===== src/rtl/trigger_sequencer.sv =====
// Multi-channel periodic trigger generator: a shared phase counter with period D drives
// per-channel one-cycle pulses at programmable offsets, in continuous, burst or single mode.
module trigger_sequencer #(
   parameter int unsigned CHANNELS    = 4,
   parameter int unsigned DIV_WIDTH   = 32,
   parameter int unsigned COUNT_WIDTH = 16
) (
   input  logic                          clk,
   input  logic                          reset,
   input  logic [DIV_WIDTH-1:0]          divider,
   input  logic [CHANNELS*DIV_WIDTH-1:0] delays,
   input  logic [1:0]                    mode,
   input  logic [COUNT_WIDTH-1:0]        burst_len,
   input  logic                          start,
   input  logic                          stop,
   output logic [CHANNELS-1:0]           trigger,
   output logic                          busy,
   output logic                          done,
   output logic [COUNT_WIDTH-1:0]        period_count
);

   typedef enum logic {StIdle, StRun} state_e;

   localparam logic [1:0] ModeCont   = 2'd0;
   localparam logic [1:0] ModeBurst  = 2'd1;
   localparam logic [1:0] ModeSingle = 2'd2;
   localparam logic [1:0] ModeRsvd   = 2'd3;

   localparam logic [DIV_WIDTH-1:0]   DivOne = DIV_WIDTH'(1);
   localparam logic [COUNT_WIDTH-1:0] CntOne = COUNT_WIDTH'(1);

   state_e                        state_q, state_d;
   logic [DIV_WIDTH-1:0]          div_q, div_d;
   logic [CHANNELS*DIV_WIDTH-1:0] delays_q, delays_d;
   logic [1:0]                    mode_q, mode_d;
   logic [COUNT_WIDTH-1:0]        n_q, n_d;
   logic [DIV_WIDTH-1:0]          phase_q, phase_d;
   logic [COUNT_WIDTH-1:0]        count_q, count_d;
   logic [CHANNELS-1:0]           trig_q, trig_d;
   logic                          done_q, done_d;
   logic                          accept;
   logic                          last_phase;

   always_comb begin
      state_d  = state_q;
      div_d    = div_q;
      delays_d = delays_q;
      mode_d   = mode_q;
      n_d      = n_q;
      phase_d  = phase_q;
      count_d  = count_q;
      done_d   = 1'b0;
      trig_d   = '0;

      accept = start && !stop && (divider != '0) && (mode != ModeRsvd) &&
               ((mode != ModeBurst) || (burst_len != '0));
      last_phase = (phase_q == div_q - DivOne);

      unique case (state_q)
         StIdle: begin
            if (accept) begin
               state_d  = StRun;
               div_d    = divider;
               delays_d = delays;
               mode_d   = mode;
               n_d      = (mode == ModeSingle) ? CntOne : burst_len;
               phase_d  = '0;
               count_d  = CntOne;
            end
         end
         StRun: begin
            if (stop) begin
               state_d = StIdle;
               phase_d = '0;
            end else if (last_phase) begin
               phase_d = '0;
               // Bounded modes end on the last phase of period N; count stays at N.
               if ((mode_q != ModeCont) && (count_q == n_q)) begin
                  state_d = StIdle;
                  done_d  = 1'b1;
               end else begin
                  count_d = count_q + CntOne;
               end
            end else begin
               phase_d = phase_q + DivOne;
            end
         end
         default: state_d = StIdle;
      endcase

      // Pulses are registered, so decode against the phase of the coming cycle.
      for (int unsigned i = 0; i < CHANNELS; i++) begin
         trig_d[i] = (state_d == StRun) && (delays_d[i*DIV_WIDTH +: DIV_WIDTH] == phase_d);
      end
   end

   always_ff @(posedge clk or posedge reset) begin
      if (reset) begin
         state_q  <= StIdle;
         div_q    <= '0;
         delays_q <= '0;
         mode_q   <= '0;
         n_q      <= '0;
         phase_q  <= '0;
         count_q  <= '0;
         trig_q   <= '0;
         done_q   <= 1'b0;
      end else begin
         state_q  <= state_d;
         div_q    <= div_d;
         delays_q <= delays_d;
         mode_q   <= mode_d;
         n_q      <= n_d;
         phase_q  <= phase_d;
         count_q  <= count_d;
         trig_q   <= trig_d;
         done_q   <= done_d;
      end
   end

   assign trigger      = trig_q;
   assign busy         = (state_q == StRun);
   assign done         = done_q;
   assign period_count = count_q;

endmodule


===== config.mk =====
export PLATFORM = sky130hd
export DESIGN_NAME = trigger_sequencer
export DESIGN_NICKNAME = d
export VERILOG_FILES = /design/src/rtl/trigger_sequencer.sv
export SDC_FILE = /design/constraint.sdc
export NUM_CORES = 1
export LEC_CHECK = 0
export ABC_AREA = 1
export CORE_MARGIN = 4
export CORE_UTILIZATION = 30
export DETAILED_ROUTE_END_ITERATION = 8
export DONT_BUFFER_PORTS = 1
export GPL_TIMING_DRIVEN = 0
export PLACE_DENSITY_LB_ADDON = 0.3
export RECOVER_POWER = 25
export SLEW_MARGIN = 10
export SYNTH_ARGS = -nofsm -noshare
export SYNTH_HDL_FRONTEND = slang
export SYNTH_SLANG_ARGS = --single-unit

===== constraint.sdc =====
create_clock -name clk -period 10.5 [get_ports clk]
set_input_delay 1.575 -clock clk [delete_from_list [all_inputs] [get_ports clk]]
set_output_delay 1.575 -clock clk [all_outputs]
set_load 0.01 [all_outputs]

# Word level (Yosys, flattened, before mapping)
# Cells that the tools add are included.
[word_totals] regBits=232 input_bits=182 wordCells=63
[op_classes] n_addsub=3 n_eq_ne=13 n_mux=21 n_bitwise=1 reduce_logical=16
[ops] operator="$mux W128" n=2
[ops] operator="$eq A32 B32 Y1" n=5
[ops] operator="$mux W32" n=3
[ops] operator="$mux W16" n=5
[ops] operator="$pmux W32 S2" n=1
[ops] operator="$add A32 B1 Y32 const B" n=1
[ops] operator="$pmux W16 S2" n=1
[ops] operator="$reduce_bool A32 Y1" n=1
[ops] operator="$sub A32 B1 Y32 const B" n=1
[ops] operator="$add A16 B1 Y16 const B" n=1
[ops] operator="$eq A16 B16 Y1" n=1
[ops] operator="$reduce_bool A16 Y1" n=1
[ops] operator="$logic_and A1 B1 Y1" n=9
[ops] operator="$mux W1" n=8
[ops] operator="$ne A2 B2 Y1 const B" n=4
[ops] operator="$ne A2 B1 Y1 const B" n=2
[ops] operator="$reduce_and A4 Y1" n=1
[ops] operator="$eq A2 B2 Y1 const B" n=1
[ops] operator="$pmux W1 S2" n=1
[ops] operator="$reduce_and A2 Y1" n=1
[ops] operator="$reduce_bool A2 Y1" n=1
[ops] operator="$logic_not A1 Y1" n=1
[ops] operator="$logic_or A1 B1 Y1" n=1
[ops] operator="$not A1 Y1" n=1

# Longest topological paths before layout
# Gate-level depths: netlist (run 1).
[depth] depth_word=9 ltp_mapped=26 mapped_depth_nobuf=25

# Least setup slack after synthesis (run 1)
# No wires, ideal clock.
[synth_path] path_type="input to register" from="input port divider[25]" to="register trig_q[2], in the netlist trigger[2]" setup_ns=0.071 arrival_time_ns=3.425 path_slack_ns=7.004 stages=16 path_cell_list="nor4_1 -> nand4_1 -> nor2_1 -> nor2_1 -> nand3_1 -> buf_2 -> buf_2 -> clkbuf_1 -> nand2_1 -> nand2_1 -> inv_1 -> nand2_1 -> nand4_1 -> nor2_1 -> nand2_1 -> nor2_1"
[synth_between] elab_chain_len=8 word_cells_on_any_way=12 classes_between="eq/ne (1); mux (6); reduce/logical (5)"
[synth_lines] element="start, declared" line="10" text="input logic [DIV_WIDTH-1:0] divider,"
[synth_lines] element="$reduce_bool A32 Y1" line="55" text="accept = start && !stop && (divider != '0) && (mode != ModeRsvd) &&"
[synth_lines] element="$logic_and A1 B1 Y1 (3 in series)" line="55"
[synth_lines] element="$mux W128" line="61" text="if (accept) begin"
[synth_lines] element="$mux W128" line="59" text="unique case (state_q)"
[synth_lines] element="via delays_d[85]" line="34" text="logic [CHANNELS*DIV_WIDTH-1:0] delays_q, delays_d;"
[synth_lines] element="$eq A32 B32 Y1" line="93" text="trig_d[i] = (state_d == StRun) && (delays_d[i*DIV_WIDTH +: DIV_WIDTH] == phase_d);"
[synth_lines] element="$logic_and A1 B1 Y1" line="93"
[synth_lines] element="via trig_d[2]" line="39" text="logic [CHANNELS-1:0] trig_q, trig_d;"
[synth_lines] element="end signal, assigned" line="116" text="trig_q <= trig_d;"
[synth_lines] element="end, declared" line="39"
# The timed path passes the listed nets, and every way through them passes these cells.
# A chain may end at the register's enable or synchronous reset.

==> results.toml, run 1 <==
[timing]
slew_viol_final = 132
tightest_slew_ps = 3671
skew_ps = 28.20
rsz0062_at_grt = "false"
finalCriticalPeriod_ps = 6149
maxSlewHeadroom_pct = -144.7
fin_hold_ws_ps = 484.6
fmaxAchievable_ghz = 0.1626
setup_viol = 0
finalCritPeriodShare_pct = 58.56
hold_violations = 0

[global_routing]
grt_use_total_pct = 20.85
gr-total-overflow = 0
antenna_found_initial = 9
grt_pass1_vias = 12970
grt_pass1_wl_um = 80880
grt_max_degree = 104

[logic_synthesis]
yosysWarnings = 0
yosysMostFrequentCell = "nand2_1"
synth_edf_count = 0
syn_inst = 2095
ys_ff_latch = 232
synth.distinct_cells = 44
ys.flop_type = "dfrtp_1"
async_flop_share_pct = 100.0
syn_avg_cell_area_sq_um = 6.774
yosys-top-cells-area = "dfrtp_1, nand2_1, inv_1"
yosysTopAreaCellShare_pct = 40.91
yosysSeqAreaShare_pct = 40.91
synth_top_area_cell = "dfrtp_1"
syn-num-nets = 2280
syn_area_sq_mm = 0.01419
synthTopCellsByCount = "nand2_1, inv_1, dfrtp_1, nor2_1, nand3_1"

[die]
initial_core_util_pct = 30.42
ioPinCount = 204
die_w_um = 225.5
die_h_um = 225.5
rows = 79
core_sq_mm = 0.04665
die_area_sq_mm = 0.05085

[setup_path]
regToRegStartpoint = "phase_q[1]$_DFF_PP0_"
path_cells = "clkinvlp_2 > clkbuf_1"
crit_type = "input port to asynchronous set/reset pin"
critPathSlowestCell = "clkbuf_1"
cp-startpoint = "reset"
crit_path_start_kind = "input port"
critPathArrivalTime_ps = 5970
path_max_fanout = 67
endpoint = "div_q[9]$_DFFE_PP0P_"
crit_family = "buffers and inverters"
r2r_slack_ps = 6870
worstPathRequired_ps = 10320
r2r-end = "trigger[0]$_DFF_PP0_"
critPathBufInv = 2
end_kind = "asynchronous set/reset pin"
cp.depth = 2
slowest_delay_ps = 2670
reg2reg_depth = 19

[clocking]
cts_max_level = 1
numCtsBuffers = 29
clock-sinks = 232
clockBufferDepth = 3
cts_setup_buffers = 0
root_buffer = "clkbuf_16"
clkTransAtPathRegs_ps = 60
post_cts_resized = 0
cts_tree = "yes"
hold_buffers = 0
clkLatencyLatePin_ps = 580

[pwr]
p_int_mw = 2.097
p_per_area_mw_per_mm2 = 212.9
pwr-share-seq_pct = 38.0
p_comb_share_pct = 32.1
switching_share_pct = 38.17
clkPwrFrac_pct = 29.9
vdd_drop_max_mv = 0.1252
switchingPower_mw = 1.295
power.leakage_nw = 7.840

[layout]
fin_util_pct = 34.15
fill_cells = 5095
drive_gt1_share_pct = 7.965
nets = 2313
syn_to_final_growth_pct = 12.26
stdcell_count = 2756

[run]
drv_cap = 2

[route]
wl_um = 54460
drc = 0
drtAntennaViolNets = 0
dr.pass1.iters = 6
drt_first_iter_violations = 1118
dr_total_vias = 13480
routedWlPerCell_um = 19.76
viasPerCell = 4.892

[placed_design]
io_buffers = 0
dpl.hpwl_um = 43320
dp.cells = 2704
place_congestion = 0.9271

[outcome]
status = "finished, violations left"
violations = "max-capacitance violations, max-slew violations"

[min_path]
holdCritPathClass = "flop to flop"
[logic make-up (layout without fill, tap and decap cells)]
group	Yosys count	after routing	share of synthesized area, %
simple gates	1255	1255	38.34
flops	232	232	40.91
other cells	0	2	0
fa+ha+maj	3	3	0.2645
xor+xnor	56	56	3.456
compound gates	197	197	7.458
buf+inv	352	404	9.574
[state kept, by name (all words and copies together) (netlist names)]
register / count
busy: 1
delays_q: 128
div_q: 32
done: 1
mode_q: 2
n_q: 16
period_count: 16
phase_q: 32
trigger: 4
[through the flow]
step / TNS [ps] / setup slack (ps) / total power, mW / instance area [sq um]
floorplan: 0 / 2564 / 2.047 / 14190
global route: 0 / 3083 / 3.635 / 15930
finish: 0 / 4351 / 3.392 / 15930
detailed placement: 0 / 5154 / 2.378 / 15010
CTS: 0 / 5715 / 3.412 / 15960
global placement: -100160 / -466.4 / 2.360 / 14950
[area by class of cell]
cell class              count  area [sq um]  share of cell area (%)
multi-input cells        1511          7028                   44.11
flip-flops and latches    232          5806                   36.44
diodes                      2         5.005                 0.03141
inverters                 291          1094                   6.864
plain buffers              61         266.5                   1.673
well taps                 607         759.5                   4.767
clock buffers              42         824.5                   5.175
clock inverters             8         118.9                  0.7460
repair buffers              2         31.28                  0.1963
[power groups by stage]
| stage | Sequential (mW) | Combinational, mW | Clock (mW) |
|---|---|---|---|
| 6_report | 1.29 | 1.09 | 1.02 |
| 3_3_place_gp | 1.30 | 1.06 | 0 |
| 4_1_cts | 1.28 | 1.09 | 1.04 |
| 5_1_grt | 1.31 | 1.24 | 1.08 |
| 2_1_floorplan | 1.24 | 0.807 | 0 |
| 3_5_place_dp | 1.30 | 1.08 | 0 |
[metal layers]
metal,wire length (um),vias up,track usage (%)
met5,76,-,0
met4,1613,12,5.533
met3,4161,85,4.559
met2,25210,485,34.67
met1,23400,6294,27.60
li1,-,6605,-
[worst min path at each step]
| stage | from | slack (ps) | endpoint | cells after the start |
|---|---|---|---|---|
| 3_3_place_gp | delays_q[94]$_DFF_PP0_ | 470 | delays_q[94]$_DFF_PP0_ | 2 |
| 4_1_cts | delays_q[94]$_DFF_PP0_ | 480 | delays_q[94]$_DFF_PP0_ | 2 |
| 2_1_floorplan | mode_q[0]$_DFFE_PP0P_ | 440 | mode_q[0]$_DFFE_PP0P_ | 2 |
| 3_5_place_dp | delays_q[94]$_DFF_PP0_ | 470 | delays_q[94]$_DFF_PP0_ | 2 |
| 6_report | delays_q[94]$_DFF_PP0_ | 480 | delays_q[94]$_DFF_PP0_ | 2 |
| 5_1_grt | delays_q[72]$_DFF_PP0_ | 520 | delays_q[72]$_DFF_PP0_ | 2 |
[placed cells by master, fill, tap and decap left out, drive strengths merged, types with 8 or more instances in the layout]
cell | synthesis | final
nand2 | 789 | 789
inv | 280 | 280
dfrtp | 232 | 232
nor2 | 199 | 199
nand3 | 146 | 146
o21ai | 143 | 143
clkbuf | 45 | 88
nand4 | 43 | 43
xor2 | 35 | 35
or2 | 30 | 30
a21oi | 28 | 28
nor3 | 23 | 23
xnor2 | 21 | 21
buf | 16 | 17
clkinv | 11 | 15
nor4 | 13 | 13
nand3b | 8 | 8
(Power assumes the default switching activity.)
==> run 2, diff against run 1 <==
Clock period 10.5 ns to 5.1 ns, I/O delays scaled along.
==> results.toml, run 2 (synthesis gave the netlist of run 1 again) <==
[timing]
finalCriticalPeriod_ps = 4023
tightest_slew_ps = 2027
setup_viol = 0
rsz0062_at_grt = "false"
fin_setup_tns_ps = 0
finalCritPeriodShare_pct = 78.88
slew_viol_final = 104
fmaxAchievable_ghz = 0.2486
skew_ps = 14.87
maxSlewHeadroom_pct = -35.14
setup_ws_ps = 1077
hold_violations = 0

[pwr]
power.leakage_nw = 7.906
pwr-share-seq_pct = 37.2
p_int_mw = 4.434
switchingPower_mw = 2.713
switching_share_pct = 37.96
clkPwrFrac_pct = 31.4
p_per_area_mw_per_mm2 = 444.1
p_comb_share_pct = 31.4
vdd_drop_max_mv = 0.2665

[layout]
largest_register = "delays_q"
final_common_cell = "nand2_1"
nets = 2318
fin_util_pct = 34.49
syn_to_final_growth_pct = 13.38
largest_reg_flops = 128
stdcell_count = 2764
final_area_sq_mm = 0.01609
drive_gt1_share_pct = 8.314
final_cell_mix = "nand2_1, inv_1, dfrtp_1"
largestRegisters = "delays_q (128), div_q (32), phase_q (32)"

[clocking]
clock-sinks = 232
clockBufferDepth = 3
clkLatencyLatePin_ps = 580
root_buffer = "clkbuf_16"
cts_max_level = 1
numCtsBuffers = 29
hold_buffers = 0
cts_tree = "yes"
cts_setup_buffers = 0
post_cts_resized = 0
clkTransAtPathRegs_ps = 60

[setup_path]
slowest_delay_ps = 700
r2r-end = "trigger[2]$_DFF_PP0_"
r2r_slack_ps = 1410
path_max_fanout = 10
worstPathRequired_ps = 5600
regToRegStartpoint = "busy$_DFF_PP0_"
end_kind = "flop"
critPathSlowestCell = "buf_1"
path_cells = "nor2_1 > nor3b_1 > nand4_1 > nor2_1 > nor2_1 > nand2_1 > nand2_1 > clkinv_1 > buf_1 > nand2_1 > nand2_2 > o21ai_1 > nor2_1 > nand3_1 > nor2_1 > nand2_1 > nor2_1"
reg2reg_depth = 13
crit_type = "input port to flop"
cpMostUsedCell = "nor2_1"
critPathArrivalTime_ps = 4520
crit_path_start_kind = "input port"

[global_routing]
grt_pass1_vias = 13090
antenna_found_initial = 9
met1_usage_pct = 28.46
grt_pass1_wl_um = 82340
grt_use_total_pct = 21.12
grt_most_used_layer = "met2"
grt_max_degree = 38
grt_util_met3_pct = 4.546
met2_usage_pct = 34.78
gr-total-overflow = 0

[min_path]
holdCritPathClass = "input port to asynchronous set/reset pin"

[route]
dr_total_vias = 13600
drc = 0
routedWlPerCell_um = 19.77
wl_um = 54640
drtAntennaViolNets = 0
viasPerCell = 4.920
drt_first_iter_violations = 1183
dr.pass1.iters = 5

[placed_design]
place_congestion = 0.9227
dpl-instance-area_sq_mm = 0.01510
dp.cells = 2709
post-place-ws_ps = 509.3
io_buffers = 0
dpl.hpwl_um = 43940

[die]
initial_core_util_pct = 30.42
die_h_um = 225.5
core_sq_mm = 0.04665
rows = 79
die_area_sq_mm = 0.05085
die_w_um = 225.5
ioPinCount = 204

[outcome]
status = "finished, violations left"
violations = "max-capacitance violations, max-slew violations"

[run]
drv_cap = 3
==> run 2: cell type report <==
type	count	area, sq um
Fill cell	5069	30560
Multi-Input combinational cell	1511	7028
Sequential cell	232	5806
Inverter	291	1094
Clock buffer	42	864.6
Tap cell	607	759.5
Buffer	61	266.5
Clock inverter	9	165.2
Timing Repair Buffer	7	98.84
Antenna cell	4	10.01
==> run 2: critical path, delay by kind of cell <==
kind	cells	cell delay (ps)
simple gates	14	2690
buf+inv	2	950
compound gates	1	100
==> run 2: stage by stage <==
| stage | hold WS [ps] | total power, mW |
|---|---|---|
| floorplan | 440.7 | 4.216 |
| global placement | 464.7 | 4.869 |
| detailed placement | 465.5 | 4.920 |
| CTS | 88.73 | 7.205 |
| global route | 266.8 | 7.640 |
| finish | 212.4 | 7.146 |
==> run 2: worst max-delay path by stage <==
stage | startpoint | end | slack [ps] | cells past startpoint
3_3_place_gp | reset | trigger[3]$_DFF_PP0_ | -230 | 1
3_5_place_dp | divider[19] | trigger[1]$_DFF_PP0_ | 510 | 17
2_1_floorplan | reset | busy$_DFF_PP0_ | 1300 | 1
4_1_cts | divider[19] | trigger[1]$_DFF_PP0_ | 1110 | 17
6_report | divider[19] | trigger[1]$_DFF_PP0_ | 1080 | 17
5_1_grt | divider[19] | trigger[2]$_DFF_PP0_ | 880 | 17
==> run 2: routing by layer <==
layer	vias up	part of all wire [%]
met1	6447	43
met5	-	0.13
met3	84	7.4
li1	6617	-
met2	439	46
met4	12	2.7
==> run 2: power by group through the flow <==
stage	combinational, mW	clock (mW)	sequential, mW
global route	2.57	2.36	2.71
floorplan	1.66	0	2.55
detailed placement	2.24	0	2.68
CTS	2.25	2.30	2.65
global placement	2.19	0	2.68
finish	2.25	2.24	2.66
